## src/rtl/alu_req_sched_if.sv

```systemverilog
// alu_req_sched_if: request/response channels for the two requesters of alu_req_sched.
// master = requester side, slave = scheduler side.
interface alu_req_sched_if #(
    parameter int W = 40
);
    logic         req0_valid;
    logic         req0_ready;
    logic [4:0]   req0_op;
    logic [W-1:0] req0_a;
    logic [W-1:0] req0_b;
    logic         rsp0_valid;
    logic         rsp0_ready;
    logic [W-1:0] rsp0_data;
    logic         rsp0_err;

    logic         req1_valid;
    logic         req1_ready;
    logic [4:0]   req1_op;
    logic [W-1:0] req1_a;
    logic [W-1:0] req1_b;
    logic         rsp1_valid;
    logic         rsp1_ready;
    logic [W-1:0] rsp1_data;
    logic         rsp1_err;

    modport master (
        output req0_valid, req0_op, req0_a, req0_b, rsp0_ready,
        output req1_valid, req1_op, req1_a, req1_b, rsp1_ready,
        input  req0_ready, rsp0_valid, rsp0_data, rsp0_err,
        input  req1_ready, rsp1_valid, rsp1_data, rsp1_err
    );

    modport slave (
        input  req0_valid, req0_op, req0_a, req0_b, rsp0_ready,
        input  req1_valid, req1_op, req1_a, req1_b, rsp1_ready,
        output req0_ready, rsp0_valid, rsp0_data, rsp0_err,
        output req1_ready, rsp1_valid, rsp1_data, rsp1_err
    );
endinterface

```

## src/rtl/alu_req_sched.sv

```systemverilog
// alu_req_sched: two-requester round-robin scheduler in front of a registered ALU.
// Issues one operation at a time, waits ALU_LAT cycles, returns the result on the
// requester's response channel. Illegal opcodes and divide-by-zero are answered
// with err=1 without driving the ALU select.
// Optional macro ALU_REQ_SCHED_STATS_EN adds saturating handshake counters.
module alu_req_sched #(
    parameter int W       = 40,
    parameter int ALU_LAT = 1
) (
    input  logic           clk,
    input  logic           rst_n,
    alu_req_sched_if.slave bus,
    output logic [W-1:0]   alu_a,
    output logic [W-1:0]   alu_b,
    output logic [4:0]     alu_s,
    input  logic [W-1:0]   alu_out,
`ifdef ALU_REQ_SCHED_STATS_EN
    output logic [15:0]    stat_ops0,
    output logic [15:0]    stat_ops1,
    output logic [15:0]    stat_err,
`endif
    output logic           busy
);

    localparam logic [4:0] OP_ADD = 5'b00101;
    localparam logic [4:0] OP_SUB = 5'b00110;
    localparam logic [4:0] OP_MUL = 5'b01000;
    localparam logic [4:0] OP_DIV = 5'b01011;
    localparam int         CW     = $clog2(ALU_LAT + 1);

    typedef enum logic [1:0] {IDLE, ISSUE, WAIT, RESP} state_t;

    state_t         state, state_nxt;
    logic           last_grant;
    logic           id_q;
    logic [4:0]     op_q;
    logic [W-1:0]   a_q, b_q;
    logic [CW-1:0]  cnt;
    logic [W-1:0]   data_q;
    logic           err_q;

    logic           grant0, grant1, accept, reject, rsp_hs;
    logic [4:0]     sel_op;
    logic [W-1:0]   sel_a, sel_b;

    // Round-robin grant, selected request fields and accept/reject decode
    always_comb begin
        grant0 = bus.req0_valid && (!bus.req1_valid || last_grant);
        grant1 = bus.req1_valid && (!bus.req0_valid || !last_grant);
        sel_op = grant1 ? bus.req1_op : bus.req0_op;
        sel_a  = grant1 ? bus.req1_a  : bus.req0_a;
        sel_b  = grant1 ? bus.req1_b  : bus.req0_b;
        reject = !((sel_op == OP_ADD) || (sel_op == OP_SUB) ||
                   (sel_op == OP_MUL) || (sel_op == OP_DIV)) ||
                 ((sel_op == OP_DIV) && (sel_b == '0));
        accept = (state == IDLE) && (grant0 || grant1);
        rsp_hs = (state == RESP) && (id_q ? bus.rsp1_ready : bus.rsp0_ready);
    end

    // State register
    always_ff @(posedge clk or negedge rst_n) begin
        if (!rst_n) state <= IDLE;
        else        state <= state_nxt;
    end

    // Next-state and output decode
    always_comb begin
        state_nxt      = state;
        bus.req0_ready = 1'b0;
        bus.req1_ready = 1'b0;
        bus.rsp0_valid = 1'b0;
        bus.rsp1_valid = 1'b0;
        bus.rsp0_data  = '0;
        bus.rsp1_data  = '0;
        bus.rsp0_err   = 1'b0;
        bus.rsp1_err   = 1'b0;
        alu_a          = a_q;
        alu_b          = b_q;
        alu_s          = '0;
        busy           = (state != IDLE);
        case (state)
            IDLE: begin
                bus.req0_ready = grant0;
                bus.req1_ready = grant1;
                if (accept) state_nxt = reject ? RESP : ISSUE;
            end
            ISSUE: begin
                alu_s     = op_q;
                state_nxt = WAIT;
            end
            WAIT: begin
                if (cnt == CW'(1)) state_nxt = RESP;
            end
            RESP: begin
                if (id_q) begin
                    bus.rsp1_valid = 1'b1;
                    bus.rsp1_data  = data_q;
                    bus.rsp1_err   = err_q;
                end else begin
                    bus.rsp0_valid = 1'b1;
                    bus.rsp0_data  = data_q;
                    bus.rsp0_err   = err_q;
                end
                if (rsp_hs) state_nxt = IDLE;
            end
            default: state_nxt = IDLE;
        endcase
    end

    // Request latch, latency counter and response capture
    always_ff @(posedge clk or negedge rst_n) begin
        if (!rst_n) begin
            last_grant <= 1'b1;
            id_q       <= 1'b0;
            op_q       <= '0;
            a_q        <= '0;
            b_q        <= '0;
            cnt        <= '0;
            data_q     <= '0;
            err_q      <= 1'b0;
        end else begin
            case (state)
                IDLE: begin
                    if (accept) begin
                        id_q       <= grant1;
                        last_grant <= grant1;
                        op_q       <= sel_op;
                        a_q        <= sel_a;
                        b_q        <= sel_b;
                        if (reject) begin
                            data_q <= '0;
                            err_q  <= 1'b1;
                        end
                    end
                end
                ISSUE: cnt <= CW'(ALU_LAT);
                WAIT: begin
                    cnt <= cnt - CW'(1);
                    if (cnt == CW'(1)) begin
                        data_q <= alu_out;
                        err_q  <= 1'b0;
                    end
                end
                default: ;
            endcase
        end
    end

`ifdef ALU_REQ_SCHED_STATS_EN
    // Saturating counts of completed response handshakes
    always_ff @(posedge clk or negedge rst_n) begin
        if (!rst_n) begin
            stat_ops0 <= '0;
            stat_ops1 <= '0;
            stat_err  <= '0;
        end else if (rsp_hs) begin
            if (!id_q && (stat_ops0 != '1)) stat_ops0 <= stat_ops0 + 16'd1;
            if (id_q && (stat_ops1 != '1))  stat_ops1 <= stat_ops1 + 16'd1;
            if (err_q && (stat_err != '1))  stat_err  <= stat_err + 16'd1;
        end
    end
`endif

endmodule

```

## src/flat_wrapper.sv

```systemverilog
// flat-port wrapper written by rule: the top's interface ports become plain ports
module alu_req_sched_flat 
#(
    parameter int W       = 40,
    parameter int ALU_LAT = 1
)
  (clk, rst_n, alu_a, alu_b, alu_s, alu_out, busy, bus_req0_valid, bus_req0_op, bus_req0_a, bus_req0_b, bus_rsp0_ready, bus_req1_valid, bus_req1_op, bus_req1_a, bus_req1_b, bus_rsp1_ready, bus_req0_ready, bus_rsp0_valid, bus_rsp0_data, bus_rsp0_err, bus_req1_ready, bus_rsp1_valid, bus_rsp1_data, bus_rsp1_err);
  alu_req_sched_if #(.W(W)) bus_i ();
  input  logic clk;
  input  logic rst_n;
  output logic [W-1:0] alu_a;
  output logic [W-1:0] alu_b;
  output logic [4:0] alu_s;
  input  logic [W-1:0] alu_out;
  output logic busy;
  input wire logic [$bits(bus_i.req0_valid)-1:0] bus_req0_valid;
  input wire logic [$bits(bus_i.req0_op)-1:0] bus_req0_op;
  input wire logic [$bits(bus_i.req0_a)-1:0] bus_req0_a;
  input wire logic [$bits(bus_i.req0_b)-1:0] bus_req0_b;
  input wire logic [$bits(bus_i.rsp0_ready)-1:0] bus_rsp0_ready;
  input wire logic [$bits(bus_i.req1_valid)-1:0] bus_req1_valid;
  input wire logic [$bits(bus_i.req1_op)-1:0] bus_req1_op;
  input wire logic [$bits(bus_i.req1_a)-1:0] bus_req1_a;
  input wire logic [$bits(bus_i.req1_b)-1:0] bus_req1_b;
  input wire logic [$bits(bus_i.rsp1_ready)-1:0] bus_rsp1_ready;
  output wire logic [$bits(bus_i.req0_ready)-1:0] bus_req0_ready;
  output wire logic [$bits(bus_i.rsp0_valid)-1:0] bus_rsp0_valid;
  output wire logic [$bits(bus_i.rsp0_data)-1:0] bus_rsp0_data;
  output wire logic [$bits(bus_i.rsp0_err)-1:0] bus_rsp0_err;
  output wire logic [$bits(bus_i.req1_ready)-1:0] bus_req1_ready;
  output wire logic [$bits(bus_i.rsp1_valid)-1:0] bus_rsp1_valid;
  output wire logic [$bits(bus_i.rsp1_data)-1:0] bus_rsp1_data;
  output wire logic [$bits(bus_i.rsp1_err)-1:0] bus_rsp1_err;
  assign bus_i.req0_valid = bus_req0_valid;
  assign bus_i.req0_op = bus_req0_op;
  assign bus_i.req0_a = bus_req0_a;
  assign bus_i.req0_b = bus_req0_b;
  assign bus_i.rsp0_ready = bus_rsp0_ready;
  assign bus_i.req1_valid = bus_req1_valid;
  assign bus_i.req1_op = bus_req1_op;
  assign bus_i.req1_a = bus_req1_a;
  assign bus_i.req1_b = bus_req1_b;
  assign bus_i.rsp1_ready = bus_rsp1_ready;
  assign bus_req0_ready = bus_i.req0_ready;
  assign bus_rsp0_valid = bus_i.rsp0_valid;
  assign bus_rsp0_data = bus_i.rsp0_data;
  assign bus_rsp0_err = bus_i.rsp0_err;
  assign bus_req1_ready = bus_i.req1_ready;
  assign bus_rsp1_valid = bus_i.rsp1_valid;
  assign bus_rsp1_data = bus_i.rsp1_data;
  assign bus_rsp1_err = bus_i.rsp1_err;
  alu_req_sched #(.W(W), .ALU_LAT(ALU_LAT)) u_core (.clk(clk), .rst_n(rst_n), .bus(bus_i), .alu_a(alu_a), .alu_b(alu_b), .alu_s(alu_s), .alu_out(alu_out), .busy(busy));
endmodule
```

## config.mk

```make
export PLATFORM = sky130hd
export DESIGN_NAME = alu_req_sched_flat
export DESIGN_NICKNAME = d
export VERILOG_FILES = /design/src/rtl/alu_req_sched_if.sv /design/src/rtl/alu_req_sched.sv /design/src/flat_wrapper.sv
export SDC_FILE = /design/constraint.sdc
export NUM_CORES = 1
export LEC_CHECK = 0
export CAP_MARGIN = 20
export CELL_PAD_IN_SITES_DETAIL_PLACEMENT = 0
export CELL_PAD_IN_SITES_GLOBAL_PLACEMENT = 1
export CORE_AREA = 4 4 110 217
export CTS_CLUSTER_DIAMETER = 30
export DETAILED_ROUTE_END_ITERATION = 16
export DIE_AREA = 0 0 114 221
export PLACE_DENSITY = 0.92
export RECOVER_POWER = 25
export SLEW_MARGIN = 0
export SYNTH_ARGS = -nofsm -noshare
export SYNTH_HDL_FRONTEND = slang
export SYNTH_SLANG_ARGS = --single-unit
```

## constraint.sdc

```tcl
create_clock -name clk -period 4.9 [get_ports clk]
set_clock_uncertainty 0.1 [all_clocks]
set_input_delay 0.49 -clock clk [delete_from_list [all_inputs] [get_ports clk]]
set_output_delay 0.49 -clock clk [all_outputs]
set_load 0.05 [all_outputs]
```

==> summary.txt, run 1 <==
Outcome
  • Run status: finished with violations
  • Failing checks: max-capacitance violations, max-slew violations

Route
  • Routed WL: 24.3 mm
  • Routed wire length on met2: 12.9 mm
  • Routed wl met3: 1.42 mm
  • Via density: 4.76
  • Remaining DRCs: 0
  • DRT iter0 DRCs: 193
  • Drt first pass iters: 4
  • WL per Instance: 18.6 um
  • Met1 WL: 9.21 mm
  • Max layer used: met4
  • Routed Antenna Nets: 0
  • Total number of vias: 6213

Synthesis
  • #FFs+latches synth: 131
  • Syn Nets: 870
  • Syn Area/Cell: 10.2 sq um
  • Post-synth top area cell: dfrtp_1
  • Top FF cell, synth: dfrtp_1
  • Synth top area share: 49.2%
  • Post-synthesis cell area: 6610 sq um
  • Post-synth EDFFs: 0
  • Synth area leaders: dfrtp_1, mux2i_1, o21ai_0, a22o_1, nand2_1
  • Share of the yosys chip area belonging to registers: 49.6%
  • Asr flop ratio synth: 100%
  • Syn Inst Count: 649
  • Count of cell types in the netlist: 39
  • YS warnings: 0

Final layout
  • Fin area: 11400 sq um
  • Final std cells w/o fill: 1306
  • Syn-to-layout area delta: 71.8%
  • NumNets Final: 1237
  • Fill count: 2073
  • Commonest non-fill, non-tap cells in the layout: clkdlybuf4s50_1, dfrtp_1, nand2_1
  • Share of layout cells above drive strength 1: 4.86%
  • Most common cell after layout, fill and taps aside: clkdlybuf4s50_1

Clock tree
  • CTS Hold Buffers Added: 0
  • Cts bufs inserted: 17
  • Clock sinks: 131
  • Clk Latency, worst-skew pair: 430 ps
  • CTS tree: built
  • Clock slew at reported path FFs: 50 ps
  • Post-CTS setup buffers: 0
  • H-tree depth: 4
  • Clk buf depth: 2
  • Root Buffer Master: clkbuf_16
  • Post-CTS sizing: 0

STA
  • Final setup viols: 0
  • Worst-Margin Slew: 2350 ps
  • Final hold slack: 372 ps
  • Final TNS setup: 0 ps
  • Fmax: 0.271 GHz
  • RSZ-0062 raised after global routing: false
  • Clock period minus worst slack: 3690 ps
  • Slew Viols, Final: 92
  • Fin. Hold Viols: 0
  • Slew headroom: -56.3%
  • Period Utilization, post-route: 75.3%

Pwr
  • Pwr dens: 646 nW/um^2
  • Peak VDD IR: 0.417 mV
  • Final Power: 7.34 mW
  • Leak Pwr: 4.94 nW

GRT
  • Total GRT Usage: 19.2%
  • Grt ovf: 0
  • Antenna violations before repair: 1
  • Vias in the first global route: 6386
  • Largest net degree at the start of global routing: 107
  • First-pass GRT wire length: 37.0 mm

Place
  • Dpl cell area: 10700 sq um
  • RD Place Congestion: 0.833
  • Detail Placement HPWL: 19.2 mm
  • Dpl cells: 1272
  • Port bufs: 387

Floorplan
  • Initial Utilization: 29.8%
  • Die Ht: 221 um
  • Die footprint: 25200 sq um
  • Core area: 22200 sq um
  • Die X: 114 um
  • Rows: 77
  • I/O pin count: 388

Hold path
  • Worst Hold Class: flip-flop to flip-flop

Setup path
  • Worst Path Class, Setup: flip-flop to output pin
  • CP Max Fanout: 44
  • Worst EP required: 4310 ps
  • Startpoint Class: flip-flop
  • Crit path capture type: output pin
  • Arrival @ worst endpoint: 3100 ps

Job
  • Max Cap Viol: 1
[sequential cells by signal, summed over array words and instances (netlist names)]
name               flops
u_core.cnt             1
u_core.alu_a          40
u_core.err_q           1
u_core.data_q         40
u_core.alu_b          40
u_core.state           2
u_core.op_q            5
u_core.id_q            1
u_core.last_grant      1
[routing by layer]
| layer | vias to the layer above | global-route usage (%) |
|---|---|---|
| met4 | 0 | 7.63 |
| met2 | 228 | 34.3 |
| li1 | 3047 | - |
| met3 | 38 | 5.14 |
| met5 | - | 0 |
| met1 | 2900 | 21.2 |
[cell usage after synthesis (all sizes together), types with 3 or more instances]
library cell	count
nor3b	4
nor3	4
mux2i	89
and2	48
nand2	91
nor4	16
dfrtp	130
a22o	40
nor2	7
ha	5
a21oi	3
clkbuf	26
o21ai	88
and3	41
inv	6
buf	24
nand4	4
[cell families (layout without fill, tap and decap cells)]
family | count (synthesis) | in the layout | synth area share, %
muxes | 90 | 90 | 13.6
and+or+nand+nor | 224 | 224 | 17.7
xor gates and xnor gates | 2 | 2 | 0.265
DFF | 131 | 131 | 49.6
AOI/OAI and AO/OA | 141 | 141 | 13.8
buffers and inverters | 56 | 436 | 4.09
other | 0 | 1 | 0
adders and majority gates | 5 | 5 | 0.946
[metrics by stage]
step                util [%]  setup WS (ps)
global route            51.3            964
finish                  51.3           1210
global placement        48.3           1110
detailed placement      48.3            986
CTS                     51.2           1170
floorplan                  -           2170
[power by group]
part | total (mW) | switching (mW) | internal (mW)
Sequential | 1.86 | 0.282 | 1.57
Combinational | 4.12 | 2.68 | 1.44
Clock | 1.36 | 0.473 | 0.890
[worst max-delay path, cell delays in order (launching register included)]
cell             delay [ps]
dfrtp_1                 390
ha_1                    170
buf_4                   330
nor2b_2                 540
buf_8                   240
and2_1                  140
clkdlybuf4s50_1         840
[worst paths after layout]
check,startpoint,endpoint,slack (ps),cells past startpoint
setup / recovery,u_core.state[1]$_DFFE_PN0P_,bus_rsp0_data[3],1210,6
hold / removal,u_core.op_q[1]$_DFFE_PN0P_,u_core.op_q[1]$_DFFE_PN0P_,370,2
setup reg to reg,u_core.last_grant$_DFFE_PN1P_,u_core.data_q[14]$_DFFE_PN0P_,1780,8
hold reg to reg,u_core.op_q[1]$_DFFE_PN0P_,u_core.op_q[1]$_DFFE_PN0P_,370,2
max in group asynchronous,rst_n,u_core.op_q[2]$_DFFE_PN0P_,1930,2
min in group asynchronous,rst_n,u_core.alu_b[20]$_DFFE_PN0P_,630,1
[layout make-up]
cell class,count,area [sq um],share of cell area (%)
Clock buffer,23,478,4.21
Antenna cell,1,2.50,0.0220
Inverter,6,22.5,0.198
Sequential cell,131,3280,28.9
Tap cell,276,345,3.04
Multi-Input combinational cell,462,3090,27.2
Clock inverter,9,151,1.33
Timing Repair Buffer,398,3990,35.1
Note: power is estimated with default switching activity, not from simulation.
==> run 2, diff against run 1 <==
CORE_AREA = 4 4 120 237   (was 4 4 110 217)
DIE_AREA = 0 0 124 241   (was 0 0 114 221)
PLACE_DENSITY = 0.82   (was 0.92)
clock period = 3.3 ns   (was 4.9 ns; I/O delays follow)
==> run 2 against run 1 <==
  * The run still ends with max-capacitance violations, max-slew violations left
  * Clock power up 32%
  * Critical path depth rose by 1
  * Non-clock buffer count up 6
  * Sequential share of layout area is 1.1 points lower
  * Via count up 4.3%
  * Sequential power increased by 51%
  * Final area is 4.1% higher
  * Global-route usage is 0.90 points lower
  * Clock-buffer cell count decreased by 1
  * First-iteration DRC count up 39%
  * Power grew 48%
  * Wire length up 15%
  * Largest cell class unchanged
  * Largest power group unchanged
==> summary.txt, run 2 (synthesis gave the netlist of run 1 again) <==
Pwr
  • Combinational Power Share: 57.8% (+1.7 points)
  • Cell-internal power: 5.65 mW (+45%)
  • Switching power share of the total: 47.9% (+1.1 points)
  • Pwr dens: 917 nW/um^2 (+42%)
  • Sequential group share of total power: 25.8% (+0.5 points)
  • Net switching power: 5.20 mW (+51%)
  • Leak Pwr: 5.17 nW (+4.6%)
  • Clock Power Share: 16.5% (-2.1 points)
  • Peak VDD IR: 0.537 mV (+29%)
  • Final Power: 10.8 mW (+48%)

STA
  • Final TNS setup: 0 ps (unchanged)
  • Slew Viols, Final: 63 (-32%)
  • Slew headroom: -13.7% (+43 points)
  • Fmax: 0.346 GHz
  • Final setup viols: 0 (unchanged)
  • Worst-Margin Slew: 1710 ps (-639 ps)
  • Clock period minus worst slack: 2890 ps
  • RSZ-0062 raised after global routing: false
  • Fin. Hold Viols: 0 (unchanged)
  • Final hold slack: 378 ps (+5.57 ps)
  • Period Utilization, post-route: 87.6%

Clock tree
  • Cts bufs inserted: 17 (unchanged)
  • Root Buffer Master: clkbuf_16
  • Clk Latency, worst-skew pair: 430 ps (about the same)
  • H-tree depth: 4 (unchanged)
  • Clock sinks: 131 (unchanged)
  • CTS tree: built
  • Clock slew at reported path FFs: 60 ps (about the same)
  • Clk buf depth: 2 (unchanged)

Place
  • Dpl cells: 1350 (+6.1%)
  • RD Place Congestion: 0.901 (+8.1%)
  • Port bufs: 387 (unchanged)
  • Detail Placement HPWL: 22.4 mm (+17%)

Outcome
  • Run status: finished with violations
  • Failing checks: max-capacitance violations, max-slew violations

GRT
  • Grt ovf: 0 (unchanged)
  • Vias in the first global route: 7013 (+9.8%)
  • Total GRT Usage: 18.3% (-0.90 points)
  • First-pass GRT wire length: 40.6 mm (+9.7%)
  • Antenna violations before repair: 0 (-1)
  • Largest net degree at the start of global routing: 171 (+60%)

Setup path
  • Worst Path Class, Setup: flip-flop to flip-flop
  • Worst EP required: 3560 ps (-750 ps)
  • Startpoint Class: flip-flop
  • Crit path capture type: flip-flop
  • Arrival @ worst endpoint: 3150 ps (+50 ps)
  • CP Max Fanout: 40 (-9.1%)

Floorplan
  • Die footprint: 29900 sq um (+19%)
  • Initial Utilization: 24.8% (-5.1 points)
  • I/O pin count: 388 (unchanged)
  • Rows: 85 (+10%)
  • Die Ht: 241 um (+9.0%)
  • Die X: 124 um (+8.8%)
  • Core area: 26700 sq um (+20%)

Route
  • WL per Instance: 20.2 um (+8.5%)
  • Routed Antenna Nets: 0 (unchanged)
  • Remaining DRCs: 0 (unchanged)
  • Drt first pass iters: 4 (unchanged)
  • Routed wire length on met2: 13.2 mm (+1.9%)
  • Total number of vias: 6481 (+4.3%)
  • Routed WL: 28.0 mm (+15%)
  • Max layer used: met4
  • DRT iter0 DRCs: 269 (+39%)
  • Routed wl met3: 3.37 mm (+140%)
  • Met1 WL: 10.2 mm (+10%)
  • Via density: 4.69 (-1.5%)

Final layout
  • Commonest non-fill, non-tap cells in the layout: clkdlybuf4s50_1, dfrtp_1, nand2_1
  • NumNets Final: 1243 (+0.49%)
  • Antenna diode count: 0 (-1)
  • Syn-to-layout area delta: 78.8%
  • Core Util, Final: 44.3% (-7.0 points)
  • Most common cell after layout, fill and taps aside: clkdlybuf4s50_1
  • Share of layout cells above drive strength 1: 10.0% (+5.2 points)
  • Final std cells w/o fill: 1383 (+5.9%)

Hold path
  • Worst Hold Class: flip-flop to flip-flop

Job
  • Max Cap Viol: 1 (unchanged)
-- run 2: cell type report --
cell class,count,area [sq um]
inverter,6,22.5
tap,348,435
timing repair buffer,404,4450
fill,2533,14900
sequential,131,3280
clock buffer,22,464
clock inverter,10,83.8
multi-input combinational,462,3090
-- run 2: final timing paths --
check	to	cells after the start	slack (ps)	from
max	u_core.data_q[4]$_DFFE_PN0P_	7	410	u_core.state[1]$_DFFE_PN0P_
min	u_core.alu_a[34]$_DFFE_PN0P_	2	380	u_core.alu_a[34]$_DFFE_PN0P_
max reg2reg	u_core.data_q[4]$_DFFE_PN0P_	7	410	u_core.state[1]$_DFFE_PN0P_
min reg2reg	u_core.alu_a[34]$_DFFE_PN0P_	2	380	u_core.alu_a[34]$_DFFE_PN0P_
max in group asynchronous	u_core.alu_a[26]$_DFFE_PN0P_	3	690	rst_n
min in group asynchronous	u_core.data_q[0]$_DFFE_PN0P_	2	780	rst_n
-- run 2: power by group through the flow --
stage | Clock (mW) | Combinational, mW | Sequential [mW]
finish | 1.79 | 6.26 | 2.80
global route | 1.91 | 6.67 | 2.88
CTS | 1.85 | 6.34 | 2.80
detailed placement | 0 | 6.34 | 2.81
global placement | 0 | 6.25 | 2.79
floorplan | 0 | 2.42 | 4.30
-- run 2: repair_timing --
| item | 4_1_cts | 5_1_grt |
|---|---|---|
| setup endpoints to repair | 0 | 1 |
| buffers inserted | 0 | 0 |
| hold endpoints to repair | 59 | 0 |
| hold buffers | 1 | 0 |
| gates resized for setup | 0 | 1 |
-- run 2: through the flow --
stage                     setup slack [ps]  area, sq um
after floorplan                        574         6610
after global placement                 247        11300
after detailed placement               197        11300
after CTS                             94.0        11800
after global routing                   184        11800
final                                  411        11800
-- run 2: layer usage --
metal / vias up / GRT usage, %
met4: 0 / 9.21
li1: 3059 / -
met2: 385 / 31.2
met1: 2996 / 19.0
met3: 41 / 7.88
met5: - / 0
-- run 2: worst max-delay path, stage by stage (launching register included) --
cell and delay, ps:
dfrtp_1 410, inv_1 120, ha_1 400, inv_1 170, nor3_1 710, nor3_1 180, o21ai_4 420, a22o_1 270
==> run 3, diff against run 2 <==
CELL_PAD_IN_SITES_DETAIL_PLACEMENT = 1   (was 0)
==> run 3 against run 2 <==
  * The run still ends with max-capacitance violations, max-slew violations left
  * Combinational power increased by 1%
  * First-iteration DRC count decreased by 0.74%
  * Sequential power about the same
  * Critical endpoint is now u_core.data_q[14]$_DFFE_PN0P_
  * Highest routed layer unchanged
==> summary.txt, run 3 (synthesis gave the netlist of run 1 again) <==
Setup path
  • Startpoint Class: flip-flop
  • Worst R2R End: u_core.data_q[14]$_DFFE_PN0P_
  • Crit path capture type: flip-flop
  • Slowest stage delay, CP: 700 ps (about the same)
  • Worst Path Class, Setup: flip-flop to flip-flop
  • Slowest-stage cell, CP: nor3_1
  • Crit-path cells: inv_1 -> ha_1 -> inv_1 -> nor3_1 -> nor3_1 -> o21ai_4 -> a22o_1
  • Worst EP required: 3560 ps (about the same)
  • Arrival @ worst endpoint: 3170 ps (+20 ps)
  • Worst reg2reg setup slack: 390 ps (-30 ps)
  • Cells on worst reg2reg path: 7 (unchanged)
  • Worst r2r src: u_core.state[1]$_DFFE_PN0P_
  • CP Max Fanout: 40 (unchanged)

Route
  • Total number of vias: 6585 (+1.6%)
  • Routed WL: 30.0 mm (+7.5%)
  • Via density: 4.76 (+1.6%)
  • Remaining DRCs: 0 (unchanged)
  • DRT iter0 DRCs: 267 (-0.74%)
  • Drt first pass iters: 4 (unchanged)
  • WL per Instance: 21.7 um (+7.5%)
  • Routed Antenna Nets: 0 (unchanged)

Outcome
  • Run status: finished with violations
  • Failing checks: max-capacitance violations, max-slew violations

Pwr
  • Peak VDD IR: 0.548 mV (+2.1%)
  • Net switching power: 5.29 mW (+1.8%)
  • Sequential group share of total power: 25.2% (-0.6 points)
  • Switching power share of the total: 47.6% (-0.31 points)
  • Combinational Power Share: 57.1% (-0.7 points)
  • Clock Power Share: 17.7% (+1.2 points)
  • Leak Pwr: 5.18 nW (+0.28%)
  • Final Power: 11.1 mW (+2.5%)
  • Cell-internal power: 5.83 mW (+3.1%)
  • Pwr dens: 937 nW/um^2 (+2.1%)

STA
  • Slew headroom: -8.50% (+5.2 points)
  • Worst-Margin Slew: 1630 ps (-78.1 ps)
  • RSZ-0062 raised after global routing: false
  • Final setup viols: 0 (unchanged)
  • Clock period minus worst slack: 2910 ps (+25.0 ps)
  • Fmax: 0.343 GHz (-0.86%)
  • Worst setup margin: 386 ps (-25.0 ps)
  • Final TNS setup: 0 ps (unchanged)
  • Slew Viols, Final: 64 (+1.6%)
  • Fin. Hold Viols: 0 (unchanged)
  • Period Utilization, post-route: 88.3% (+0.76 points)

Hold path
  • Hold depth: 2 (unchanged)
  • Min-Delay Endpoint: u_core.alu_b[18]$_DFFE_PN0P_
  • Hold path start: u_core.alu_b[18]$_DFFE_PN0P_
  • Worst Hold Class: flip-flop to flip-flop

Final layout
  • Antenna diode count: 0 (unchanged)
  • Syn-to-layout area delta: 79.5%
  • Most common cell after layout, fill and taps aside: clkdlybuf4s50_1
  • Share of layout cells above drive strength 1: 10.0% (unchanged)
  • Core Util, Final: 44.5% (+0.16 points)
  • NumNets Final: 1243 (unchanged)
  • Commonest non-fill, non-tap cells in the layout: clkdlybuf4s50_1, dfrtp_1, nand2_1
  • Fin area: 11900 sq um (+0.36%)

GRT
  • First-pass GRT wire length: 43.9 mm (+8.2%)
  • Largest net degree at the start of global routing: 171 (unchanged)
  • Vias in the first global route: 7354 (+4.9%)
  • Total GRT Usage: 19.9% (+1.5 points)
  • Antenna violations before repair: 0 (unchanged)
  • Grt ovf: 0 (unchanged)

Job
  • Max Cap Viol: 1 (unchanged)

Clock tree
  • Root Buffer Master: clkbuf_16
  • Clock slew at reported path FFs: 60 ps (about the same)
  • Post-CTS setup buffers: 0 (unchanged)
  • H-tree depth: 4 (unchanged)
  • Cts bufs inserted: 17 (unchanged)
  • CTS tree: built
  • Clk Latency, worst-skew pair: 430 ps (about the same)
  • Clock sinks: 131 (unchanged)
  • Clk buf depth: 2 (unchanged)

Place
  • Port bufs: 387 (unchanged)
  • RD Place Congestion: 0.901 (unchanged)
  • Detail Placement HPWL: 24.1 mm (+7.5%)
  • Dpl cell area: 11300 sq um (unchanged)
  • Setup slack at placement: 181 ps (-16.2 ps)

Floorplan
  • Die footprint: 29900 sq um (unchanged)
  • Initial Utilization: 24.8% (unchanged)
  • I/O pin count: 388 (unchanged)
  • Die X: 124 um (unchanged)
  • Core area: 26700 sq um (unchanged)
  • Die Ht: 241 um (unchanged)
  • Rows: 85 (unchanged)
==> run 3: changes by cell type in the layout (fill, tap and decap cells not counted) <==
| cell | delta |
|---|---|
| clkinv_4 | -1 |
| clkinv_2 | -3 |
| clkbuf_2 | +1 |
| bufinv_16 | +2 |
| clkinvlp_4 | +1 |
| clkbuf_8 | +1 |
| buf_12 | -1 |
==> run 3: layout make-up <==
class	instances	area, sq um
fillers	2896	14800
multi-input cells	462	3090
inverters	6	22.5
clock buffers	23	478
well taps	348	435
clock inverters	9	128
flip-flops and latches	131	3280
repair buffers	404	4430
==> run 3: worst max-delay path by stage <==
stage / slack [ps] / startpoint / end / cells after the start
2_1_floorplan: 570 / u_core.state[0]$_DFFE_PN0P_ / u_core.alu_a[10]$_DFFE_PN0P_ / 10
3_3_place_gp: 250 / bus_req0_b[33] / u_core.data_q[23]$_DFFE_PN0P_ / 8
3_5_place_dp: 180 / bus_req1_valid / u_core.data_q[14]$_DFFE_PN0P_ / 7
4_1_cts: 70 / u_core.state[1]$_DFFE_PN0P_ / bus_req0_ready / 5
5_1_grt: 140 / rst_n / u_core.data_q[12]$_DFFE_PN0P_ / 3
6_report: 390 / u_core.state[1]$_DFFE_PN0P_ / u_core.data_q[14]$_DFFE_PN0P_ / 7
==> run 3: stage by stage <==
stage	hold WS, ps	std cells
after floorplan	-65.6	649
after global placement	265	1350
after detailed placement	281	1350
after CTS	375	1383
after global routing	389	1383
final	374	1383
==> run 3: power groups by stage <==
stage,combinational (mW),clock [mW],sequential (mW)
finish,6.34,1.97,2.81
global route,6.75,2.10,2.91
CTS,6.43,2.03,2.82
detailed placement,6.40,0,2.83
global placement,6.25,0,2.79
floorplan,2.42,0,4.30
==> run 3: metal layers <==
layer / track usage [%] / up-vias / share of wire [%]
met1: 20.4 / 3129 / 36
met3: 8.16 / 37 / 11
met5: 0 / - / 0
met4: 8.94 / 0 / 3.6
li1: - / 3047 / -
met2: 34.8 / 372 / 49
==> run 3: repair_timing <==
action / CTS / global route
endpoints found under the setup margin: 0 / 1
endpoints found under the hold margin: 59 / 0
resized for setup: 0 / 1
hold buffers: 1 / 0
==> run 3: critical path: cells and delay by family (launching register included) <==
kind / cells / cell delay (ps)
compound gates: 2 / 670
flops: 1 / 410
simple gates: 2 / 880
fa+ha+maj: 1 / 400
buf+inv: 2 / 320
